$ cat src/rtl/decode_pkg.sv
// Shared encodings and the decoded-instruction record for the RESTC_U decode stage.
// The optional M-extension decode is enabled with the RESTC_DECODE_M_EXT_EN macro.
package decode_pkg;

  typedef enum logic [6:0] {
    OP_LUI    = 7'b0110111,
    OP_AUIPC  = 7'b0010111,
    OP_JAL    = 7'b1101111,
    OP_JALR   = 7'b1100111,
    OP_BRANCH = 7'b1100011,
    OP_LOAD   = 7'b0000011,
    OP_STORE  = 7'b0100011,
    OP_IMM    = 7'b0010011,
    OP_REG    = 7'b0110011
  } opcode_e;

  typedef enum logic [3:0] {
    ALU_ADD  = 4'b0000,
    ALU_SUB  = 4'b0001,
    ALU_AND  = 4'b0010,
    ALU_OR   = 4'b0011,
    ALU_XOR  = 4'b0100,
    ALU_SLL  = 4'b0101,
    ALU_SLT  = 4'b0110,
    ALU_SLTU = 4'b0111,
    ALU_SRL  = 4'b1000,
    ALU_SRA  = 4'b1001,
    ALU_NOP  = 4'b1110
  } alu_ctrl_e;

  typedef enum logic [2:0] {
    BR_EQ  = 3'b000,
    BR_NE  = 3'b001,
    BR_NT  = 3'b010,
    BR_LT  = 3'b100,
    BR_GE  = 3'b101,
    BR_LTU = 3'b110,
    BR_GEU = 3'b111
  } branch_e;

  typedef enum logic [2:0] {
    SEXT_I   = 3'b000,
    SEXT_B   = 3'b001,
    SEXT_JAL = 3'b010,
    SEXT_U   = 3'b011,
    SEXT_S   = 3'b110
  } sext_e;

  typedef enum logic [1:0] {
    WB_ALU  = 2'b00,
    WB_LOAD = 2'b01,
    WB_LINK = 2'b11
  } wb_e;

  typedef struct packed {
    logic [4:0] rs1;
    logic [4:0] rs2;
    logic [4:0] rd;
    alu_ctrl_e  alu_ctrl;
    branch_e    branch;
    logic [2:0] ls_type;
    sext_e      sext_type;
    wb_e        wb_ctrl;
    logic       jump;
    logic       jump_type;
    logic       alu_src1;
    logic       alu_src2;
    logic       we_reg;
    logic       we_mem;
    logic       illegal;
    logic       md_valid;
    logic [2:0] md_op;
  } decode_t;

  // Inert record: bubbles, illegal instructions and reset all start from this.
  localparam decode_t DECODE_NOP = '{
    rs1: 5'd0, rs2: 5'd0, rd: 5'd0,
    alu_ctrl: ALU_NOP, branch: BR_NT, ls_type: 3'd0,
    sext_type: SEXT_I, wb_ctrl: WB_ALU,
    jump: 1'b0, jump_type: 1'b0, alu_src1: 1'b0, alu_src2: 1'b0,
    we_reg: 1'b0, we_mem: 1'b0, illegal: 1'b0,
    md_valid: 1'b0, md_op: 3'd0
  };

  function automatic alu_ctrl_e alu_from_funct3(input logic [2:0] f3, input logic alt);
    alu_ctrl_e res;
    case (f3)
      3'b000:  res = alt ? ALU_SUB : ALU_ADD;
      3'b001:  res = ALU_SLL;
      3'b010:  res = ALU_SLT;
      3'b011:  res = ALU_SLTU;
      3'b100:  res = ALU_XOR;
      3'b101:  res = alt ? ALU_SRA : ALU_SRL;
      3'b110:  res = ALU_OR;
      default: res = ALU_AND;
    endcase
    return res;
  endfunction

endpackage

$ cat src/rtl/decode_stage_core.sv
// Purely combinational RV32I (+ optional M, macro RESTC_DECODE_M_EXT_EN) decoder.
// Illegal encodings collapse to the inert NOP record with only the illegal flag set.
module decode_core
  import decode_pkg::*;
(
  input  logic [31:0] instr,
  output decode_t     dec
);

  logic [2:0] f3;
  logic [6:0] f7;
  logic [4:0] rs1_f;
  logic [4:0] rs2_f;
  logic [4:0] rd_f;

  assign f3    = instr[14:12];
  assign f7    = instr[31:25];
  assign rs1_f = instr[19:15];
  assign rs2_f = instr[24:20];
  assign rd_f  = instr[11:7];

  always_comb begin
    dec = DECODE_NOP;
    case (instr[6:0])
      OP_LUI: begin
        dec.rd        = rd_f;
        dec.alu_ctrl  = ALU_ADD;
        dec.alu_src2  = 1'b1;
        dec.sext_type = SEXT_U;
        dec.we_reg    = 1'b1;
      end
      OP_AUIPC: begin
        dec.rd        = rd_f;
        dec.alu_ctrl  = ALU_ADD;
        dec.alu_src1  = 1'b1;
        dec.alu_src2  = 1'b1;
        dec.sext_type = SEXT_U;
        dec.we_reg    = 1'b1;
      end
      OP_JAL: begin
        dec.rd        = rd_f;
        dec.jump      = 1'b1;
        dec.jump_type = 1'b1;
        dec.wb_ctrl   = WB_LINK;
        dec.sext_type = SEXT_JAL;
        dec.we_reg    = 1'b1;
      end
      OP_JALR: begin
        if (f3 != 3'b000) begin
          dec.illegal = 1'b1;
        end else begin
          dec.rs1     = rs1_f;
          dec.rd      = rd_f;
          dec.jump    = 1'b1;
          dec.wb_ctrl = WB_LINK;
          dec.we_reg  = 1'b1;
        end
      end
      OP_BRANCH: begin
        if (f3[2:1] == 2'b01) begin
          dec.illegal = 1'b1;
        end else begin
          dec.rs1       = rs1_f;
          dec.rs2       = rs2_f;
          dec.branch    = branch_e'(f3);
          dec.sext_type = SEXT_B;
        end
      end
      OP_LOAD: begin
        if (f3 == 3'b011 || f3[2:1] == 2'b11) begin
          dec.illegal = 1'b1;
        end else begin
          dec.rs1      = rs1_f;
          dec.rd       = rd_f;
          dec.alu_ctrl = ALU_ADD;
          dec.alu_src2 = 1'b1;
          dec.wb_ctrl  = WB_LOAD;
          dec.we_reg   = 1'b1;
          dec.ls_type  = f3;
        end
      end
      OP_STORE: begin
        if (f3 > 3'b010) begin
          dec.illegal = 1'b1;
        end else begin
          dec.rs1       = rs1_f;
          dec.rs2       = rs2_f;
          dec.alu_ctrl  = ALU_ADD;
          dec.alu_src2  = 1'b1;
          dec.we_mem    = 1'b1;
          dec.ls_type   = f3;
          dec.sext_type = SEXT_S;
        end
      end
      OP_IMM: begin
        // Only the shift-immediate forms constrain the upper bits.
        if ((f3 == 3'b001 && f7 != 7'h00) ||
            (f3 == 3'b101 && f7 != 7'h00 && f7 != 7'h20)) begin
          dec.illegal = 1'b1;
        end else begin
          dec.rs1      = rs1_f;
          dec.rd       = rd_f;
          dec.alu_ctrl = alu_from_funct3(f3, (f3 == 3'b101) && f7[5]);
          dec.alu_src2 = 1'b1;
          dec.we_reg   = 1'b1;
        end
      end
      OP_REG: begin
        if (f7 == 7'h00 || (f7 == 7'h20 && (f3 == 3'b000 || f3 == 3'b101))) begin
          dec.rs1      = rs1_f;
          dec.rs2      = rs2_f;
          dec.rd       = rd_f;
          dec.alu_ctrl = alu_from_funct3(f3, f7[5]);
          dec.we_reg   = 1'b1;
        end
`ifdef RESTC_DECODE_M_EXT_EN
        else if (f7 == 7'h01) begin
          dec.rs1      = rs1_f;
          dec.rs2      = rs2_f;
          dec.rd       = rd_f;
          dec.we_reg   = 1'b1;
          dec.md_valid = 1'b1;
          dec.md_op    = f3;
        end
`endif
        else begin
          dec.illegal = 1'b1;
        end
      end
      // The all-zero word is the pipeline bubble, not an illegal instruction.
      default: dec.illegal = (instr != 32'h0000_0000);
    endcase
  end

endmodule

$ cat src/rtl/decode_stage.sv
// Decode stage: DEPTH-entry fetch queue, combinational head decode, registered output slot.
// M-extension decode is compiled in when RESTC_DECODE_M_EXT_EN is defined.
module decode_stage
  import decode_pkg::*;
#(
  parameter int DEPTH = 4,
  parameter int PC_W  = 32
) (
  input  logic                   clk,
  input  logic                   rst_n,
  input  logic                   flush,
  input  logic                   in_valid,
  output logic                   in_ready,
  input  logic [31:0]            in_instr,
  input  logic [PC_W-1:0]        in_pc,
  output logic                   out_valid,
  input  logic                   out_ready,
  output logic [PC_W-1:0]        out_pc,
  output logic [4:0]             out_rs1,
  output logic [4:0]             out_rs2,
  output logic [4:0]             out_rd,
  output logic [3:0]             out_alu_ctrl,
  output logic [2:0]             out_branch,
  output logic [2:0]             out_ls_type,
  output logic [2:0]             out_sext_type,
  output logic [1:0]             out_wb_ctrl,
  output logic                   out_jump,
  output logic                   out_jump_type,
  output logic                   out_alu_src1,
  output logic                   out_alu_src2,
  output logic                   out_we_reg,
  output logic                   out_we_mem,
  output logic                   out_illegal,
  output logic                   out_md_valid,
  output logic [2:0]             out_md_op,
  output logic [$clog2(DEPTH):0] count
);

  localparam int AW = $clog2(DEPTH);
  localparam int CW = AW + 1;

  // Handshakes: a transfer happens on a rising edge where valid && ready.
  // in_ready depends only on occupancy; the slot holds steady while out_valid && !out_ready.

  logic [31:0]     instr_mem_q [DEPTH];
  logic [PC_W-1:0] pc_mem_q    [DEPTH];

  logic [AW-1:0]   wr_ptr_q, wr_ptr_d;
  logic [AW-1:0]   rd_ptr_q, rd_ptr_d;
  logic [CW-1:0]   count_q, count_d;
  logic            out_valid_q, out_valid_d;
  decode_t         slot_q, slot_d;
  logic [PC_W-1:0] slot_pc_q, slot_pc_d;

  logic            enq;
  logic            deq;
  decode_t         head_dec;

  decode_core u_core (
    .instr (instr_mem_q[rd_ptr_q]),
    .dec   (head_dec)
  );

  assign in_ready = (count_q != CW'(DEPTH));
  assign enq      = in_valid && in_ready && !flush;
  assign deq      = (count_q != '0) && (!out_valid_q || out_ready) && !flush;

  always_comb begin
    wr_ptr_d    = wr_ptr_q;
    rd_ptr_d    = rd_ptr_q;
    count_d     = count_q;
    out_valid_d = out_valid_q;
    slot_d      = slot_q;
    slot_pc_d   = slot_pc_q;
    if (flush) begin
      wr_ptr_d    = '0;
      rd_ptr_d    = '0;
      count_d     = '0;
      out_valid_d = 1'b0;
      slot_d      = DECODE_NOP;
      slot_pc_d   = '0;
    end else begin
      if (enq) begin
        wr_ptr_d = wr_ptr_q + AW'(1);
      end
      if (deq) begin
        rd_ptr_d    = rd_ptr_q + AW'(1);
        out_valid_d = 1'b1;
        slot_d      = head_dec;
        slot_pc_d   = pc_mem_q[rd_ptr_q];
      end else if (out_ready) begin
        out_valid_d = 1'b0;
      end
      case ({enq, deq})
        2'b10:   count_d = count_q + CW'(1);
        2'b01:   count_d = count_q - CW'(1);
        default: count_d = count_q;
      endcase
    end
  end

  always_ff @(posedge clk) begin
    if (!rst_n) begin
      wr_ptr_q    <= '0;
      rd_ptr_q    <= '0;
      count_q     <= '0;
      out_valid_q <= 1'b0;
      slot_q      <= DECODE_NOP;
      slot_pc_q   <= '0;
    end else begin
      wr_ptr_q    <= wr_ptr_d;
      rd_ptr_q    <= rd_ptr_d;
      count_q     <= count_d;
      out_valid_q <= out_valid_d;
      slot_q      <= slot_d;
      slot_pc_q   <= slot_pc_d;
    end
  end

  // Queue storage needs no reset: occupancy alone says which entries are live.
  always_ff @(posedge clk) begin
    if (enq) begin
      instr_mem_q[wr_ptr_q] <= in_instr;
      pc_mem_q[wr_ptr_q]    <= in_pc;
    end
  end

  assign count         = count_q;
  assign out_valid     = out_valid_q;
  assign out_pc        = slot_pc_q;
  assign out_rs1       = slot_q.rs1;
  assign out_rs2       = slot_q.rs2;
  assign out_rd        = slot_q.rd;
  assign out_alu_ctrl  = slot_q.alu_ctrl;
  assign out_branch    = slot_q.branch;
  assign out_ls_type   = slot_q.ls_type;
  assign out_sext_type = slot_q.sext_type;
  assign out_wb_ctrl   = slot_q.wb_ctrl;
  assign out_jump      = slot_q.jump;
  assign out_jump_type = slot_q.jump_type;
  assign out_alu_src1  = slot_q.alu_src1;
  assign out_alu_src2  = slot_q.alu_src2;
  assign out_we_reg    = slot_q.we_reg;
  assign out_we_mem    = slot_q.we_mem;
  assign out_illegal   = slot_q.illegal;
  assign out_md_valid  = slot_q.md_valid;
  assign out_md_op     = slot_q.md_op;

endmodule

$ cat config.mk
export PLATFORM = sky130hd
export DESIGN_NAME = decode_stage
export DESIGN_NICKNAME = d
export VERILOG_FILES = /design/src/rtl/decode_pkg.sv /design/src/rtl/decode_stage_core.sv /design/src/rtl/decode_stage.sv
export SDC_FILE = /design/constraint.sdc
export NUM_CORES = 1
export LEC_CHECK = 0
export BUFFER_PORTS_ARGS = -buffer_cell sky130_fd_sc_hd__buf_2
export CAP_MARGIN = 0
export CELL_PAD_IN_SITES_DETAIL_PLACEMENT = 0
export CELL_PAD_IN_SITES_GLOBAL_PLACEMENT = 1
export CORE_MARGIN = 2
export CORE_UTILIZATION = 53
export CTS_CLUSTER_SIZE = 25
export DETAILED_ROUTE_END_ITERATION = 8
export GPL_ROUTABILITY_DRIVEN = 1
export PLACE_DENSITY = 0.95
export SLEW_MARGIN = 20
export SYNTH_ARGS = -nofsm -noshare
export SYNTH_HDL_FRONTEND = slang
export SYNTH_SLANG_ARGS = --single-unit
$ cat constraint.sdc
create_clock -name clk -period 8.15 [get_ports clk]
set_input_delay 0.4075 -clock clk [delete_from_list [all_inputs] [get_ports clk]]
set_output_delay 0.4075 -clock clk [all_outputs]
set_load 0.02 [all_outputs]
# == Word level (Yosys, flattened, before mapping) ==
# Memory sizes are Yosys's and may differ from the RTL's. A register that Yosys moved wholly into a read port is not among the register bits.
# Cells that the tools add are included.
# W data, S select, Z words.
# classes
n_addsub,4
n_mul,0
div,0
magnitude_cmp,1
eq_ne,22
shift,0
n_mux,55
bitwise,1
n_reduce_logical,27
# ops
cell,count
$pmux W4 S7,2
$reduce_bool A32 Y1,1
$pmux W5 S6,1
$eq A7 B6 Y1 const B,4
$pmux W5 S5,1
$mux W1,22
$eq A7 B7 Y1 const B,3
$mux W10,2
$mux W5,4
$pmux W4 S5,1
$mux W19,1
$mux W9,2
$pmux W5 S3,1
$eq A7 B5 Y1 const B,2
$mux W3,4
$pmux W3 S2,2
$pmux W3 S4,1
$eq A3 B3 Y1 const B,3
$logic_and A1 B1 Y1,9
$mux W2,4
$eq A7 B2 Y1 const B,1
$logic_not A7 Y1,1
$ne A7 B6 Y1 const B,1
$pmux W1 S7,1
24 further kinds,36
# totals
ff_bits,45
latchBits,0
ramBits,256
romBits,0
inputBits,69
out_inout_bits,78
elab_cells,131
mem_count,2
# mem_list
name,depth,width,read_ports,rd_clocked_by_memory_dff,write_ports,line_no,text
instr_mem_q,4,32,1,1,1,decode_stage.sv:45,logic [31:0] instr_mem_q [DEPTH];
pc_mem_q,4,32,1,1,1,decode_stage.sv:46,logic [PC_W-1:0] pc_mem_q [DEPTH];

# == Depth between registers and ports, before layout ==
# depth
word_depth,6
mapped_depth,12
mapped_depth_nobuf,11

# == Cells and area by module ==
# Synthesis repeated with hierarchy kept, for this count alone.
# hier_totals
hier_cells,851
area_unflattened_um2,13501.7
# modules_own_cells
mod,n_inst,cells_each,area_per_inst_um2,seq_area_each_um2
decode_stage,1,701,12633.4,9349.0
decode_core,1,150,868.3,0.0

# == Least setup slack after synthesis ==
# Ideal clock, no wire load.
# synth_timing
path_kind,reg2reg
from,reg count_q[0] (netlist: count[0])
to,"mem instr_mem_q[0][0], enable pin"
setup_time_ns,0.429
arrival_ns,2.711
required_ns,7.721
slack_ns,5.010
path_stages_with_launch,6
path_buffers,0
synth_period_minus_slack_ns,3.140
path_cell_list,dfxtp_1 inv_1 nand3_1 nand2_1 nor2_1 and2_1
# synth_via
elab_chain_len,5
# synth_lines
item,line_no,text
from (decl),decode_stage.sv:50,"logic [CW-1:0] count_q, count_d;"
from (signal assigned),decode_stage.sv:113,count_q <= count_d;
$ne A3 B3 Y1,decode_stage.sv:64,assign in_ready = (count_q != CW'(DEPTH));
named net in_ready,decode_stage.sv:13,"output logic in_ready,"
$logic_and A1 B1 Y1 (2 in series),decode_stage.sv:65,assign enq = in_valid && in_ready && !flush;
$mux W1,decode_stage.sv:122,if (enq) begin
$mux W1 (implied by the code),decode_stage.sv:123,instr_mem_q[wr_ptr_q] <= in_instr;
to (decl),decode_stage.sv:45,
# The timed path passes the listed nets, and every way through them passes these cells.

==> impl_metrics.json <==
{
  "p_leak_nw": 4.88,
  "met1_usage_pct": 27.5,
  "critical-path-max-stage-delay_ns": 0.85,
  "final_cells": 1243,
  "r2r_cells": 7,
  "vias": 6986,
  "crit_family": "multiplexers",
  "cp_cell_sequence": "buf_4 > mux4_1 > nand2b_1 > a21oi_1 > a221oi_2 > nor3b_2 > o21ai_1",
  "hold-path-endpoint": "instr_mem_q[1][14]",
  "multi_input_area_mm2": 0.00304,
  "crit_type": "reg -> reg",
  "skew_ns": 0.0217,
  "use_met2_pct": 31.6,
  "place_congestion": 0.883,
  "synthFlopType": "edfxtp_1",
  "htree_levels": 2,
  "cts_buffer_depth": 3,
  "synthTopCellsByArea": "edfxtp_1, dfxtp_1, mux4_2",
  "cts_tree": "done",
  "dieArea_mm2": 0.0248,
  "post_cts_buffers": 0,
  "hold_viol": 0,
  "start_util_pct": 53.6,
  "yosys.area.top_type": "edfxtp_1",
  "via_per_inst": 5.62,
  "dp.final_hpwl_um": 14800,
  "timing.rr.end": "out_rd[1]",
  "die_h_um": 158,
  "cts_made_buffers": 34,
  "cts_resized": 0,
  "portBuffers": 142,
  "fin_util_pct": 62.2,
  "setup_tns_ns": 0,
  "num_rows": 56,
  "drtIter0Drc": 603,
  "cp-end-kind": "flip-flop",
  "max_freq_ghz": 0.324,
  "area_growth_pct": 16.1,
  "final_cell_area_mm2": 0.0145,
  "yosysSeqAreaShare_pct": 74.0,
  "hold_class": "in -> reg",
  "p_per_area_mw_per_mm2": 235,
  "worst_hold_path.num_cells": 1,
  "postRouteWirelength_um": 24600,
  "netlist_instances": 750,
  "wl_per_cell_um": 19.8,
  "io_pins": 147,
  "outcome": "completed",
  "synth-seq-cells": 334,
  "fillers": 1705,
  "overflow": 0,
  "fin_crit_sh_pct": 37.8,
  "start_kind": "flip-flop",
  "total_power_mw": 3.41,
  "ff2ff_setup_slack_ns": 5.07,
  "finalSetupViolCount": 0,
  "drv_slew": 0,
  "root_buffer": "clkbuf_16",
  "coreArea_mm2": 0.0233,
  "synth-edff-count": 256,
  "cts_hold_buffers": 0,
  "crit_buf_inv": 1,
  "cts.sinks": 334,
  "cp.required_ns": 8.51,
  "synth_cell_types": 53,
  "grt_setup_unrepaired": "no",
  "clkTransAtPathRegs_ns": 0.06,
  "grt_pass1_wl_um": 37500,
  "firstDrtPassIters": 5,
  "postRouteAntennaNets": 0,
  "syn_area_per_cell_um2": 16.7,
  "grt_util_met3_pct": 5.01,
  "path_max_fanout": 29,
  "seqCellArea_mm2": 0.00925,
  "critPathArrivalTime_ns": 3.44,
  "synthArstFlopShare_pct": 0,
  "worstHoldStart": "in_instr[14]",
  "grt_max_degree": 65,
  "drc": 0,
  "max_slew_margin_pct": 28.9,
  "grt-busiest-layer": "met2",
  "tightest_slew_ns": 1.06,
  "mappedNetlistArea_mm2": 0.0125,
  "clkLatencyLatePin_ns": 0.50,
  "place_inst": 1179,
  "nNetsFinal": 971,
  "drive_gt1_share_pct": 28.0,
  "grt_pass1_vias": 6846,
  "place_area_mm2": 0.0135,
  "synth_top_area_share_pct": 61.5,
  "die_x_um": 158,
  "grt_use_total_pct": 19.9,
  "period_needed_ns": 3.08,
  "grt_antenna_before_repair": 7,
  "ys_warn_count": 0,
  "drv_cap": 0,
  "ir_drop_mv": 0.174,
  "cp_slowest_cell": "mux4_1"
}
## layout by cell type, fill, tap and decap left out, types with 5 or more instances in the layout
cell type / n
edfxtp_1: 256
buf_2: 142
nand2_1: 104
dfxtp_1: 76
a21oi_1: 56
mux4_2: 46
clkbuf_16: 35
nor2_1: 26
o21ai_0: 16
mux4_1: 12
inv_1: 10
clkbuf_1: 9
nor3_1: 7
nand3_1: 7
nor4_1: 7
a32o_1: 6
clkinv_1: 6
buf_4: 6
diode_2: 5
or4_1: 5
o21ai_1: 5
ha_1: 5
## layout make-up
cell class	count	area share [%]
repair buffers	148	5.21
diodes	5	0.0862
clock buffers	44	6.27
multi-input cells	367	20.9
flip-flops and latches	334	63.7
clock inverters	15	0.733
inverters	11	0.284
well taps	319	2.75
## how the worst max path moves through the flow
stage	slack (ns)	startpoint	cells after the start	to
2_1_floorplan	5.01	count[0]	5	instr_mem_q[0][0]
3_5_place_dp	5.14	flip-flop	7	out_rd[1]
3_3_place_gp	5.20	flip-flop	7	out_rs2[0]
4_1_cts	5.08	flip-flop	7	out_rd[1]
6_report	5.07	flip-flop	7	out_rd[1]
5_1_grt	4.83	flip-flop	7	out_rs1[2]
## kinds of logic (layout without fill, tap and decap cells)
family	Yosys count	count (layout)	synth area share, %
DFF	334	334	74.0
and+or+nand+nor	189	189	7.06
muxes	61	61	11.1
AOI/OAI and AO/OA	102	102	4.94
other	1	9	0.0300
xor gates and xnor gates	5	5	0.350
adders and majority gates	6	6	0.660
buffers and inverters	52	218	1.94
## where the power goes
part	internal (mW)	leakage (nW)	switching, mW
clock network	0.822	0.495	0.600
registers	1.86	2.96	0.00710
logic	0.0419	1.43	0.0773
total	2.72	4.88	0.685
## per-layer routing
layer,up-vias,wire length (um)
li1,3201,-
met1,3502,10500
met4,4,526
met5,-,27
met3,47,1730
met2,232,11800
## synth_stat cells (4+ instances only)
library cell,instances
edfxtp_1,256
nand2_1,104
dfxtp_1,78
a21oi_1,56
mux4_2,46
nor2_1,26
clkbuf_1,19
o21ai_0,16
mux4_1,12
buf_1,11
inv_1,11
nand3_1,7
nor3_1,7
nor4_1,7
a32o_1,6
and2_1,5
buf_4,5
ha_1,5
o21ai_1,5
or3_1,5
or4_1,5
buf_2,4
nand4_1,4
nor2b_1,4
## metrics by stage
step / worst slack (ns) / hold WS [ns]
after floorplan: 5.01 / 0.469
after global placement: 5.20 / 0.441
after detailed placement: 5.14 / 0.440
after CTS: 5.08 / 0.100
after global routing: 4.83 / 0.107
final: 5.07 / 0.122
Note: power is estimated with default switching activity, not from simulation.
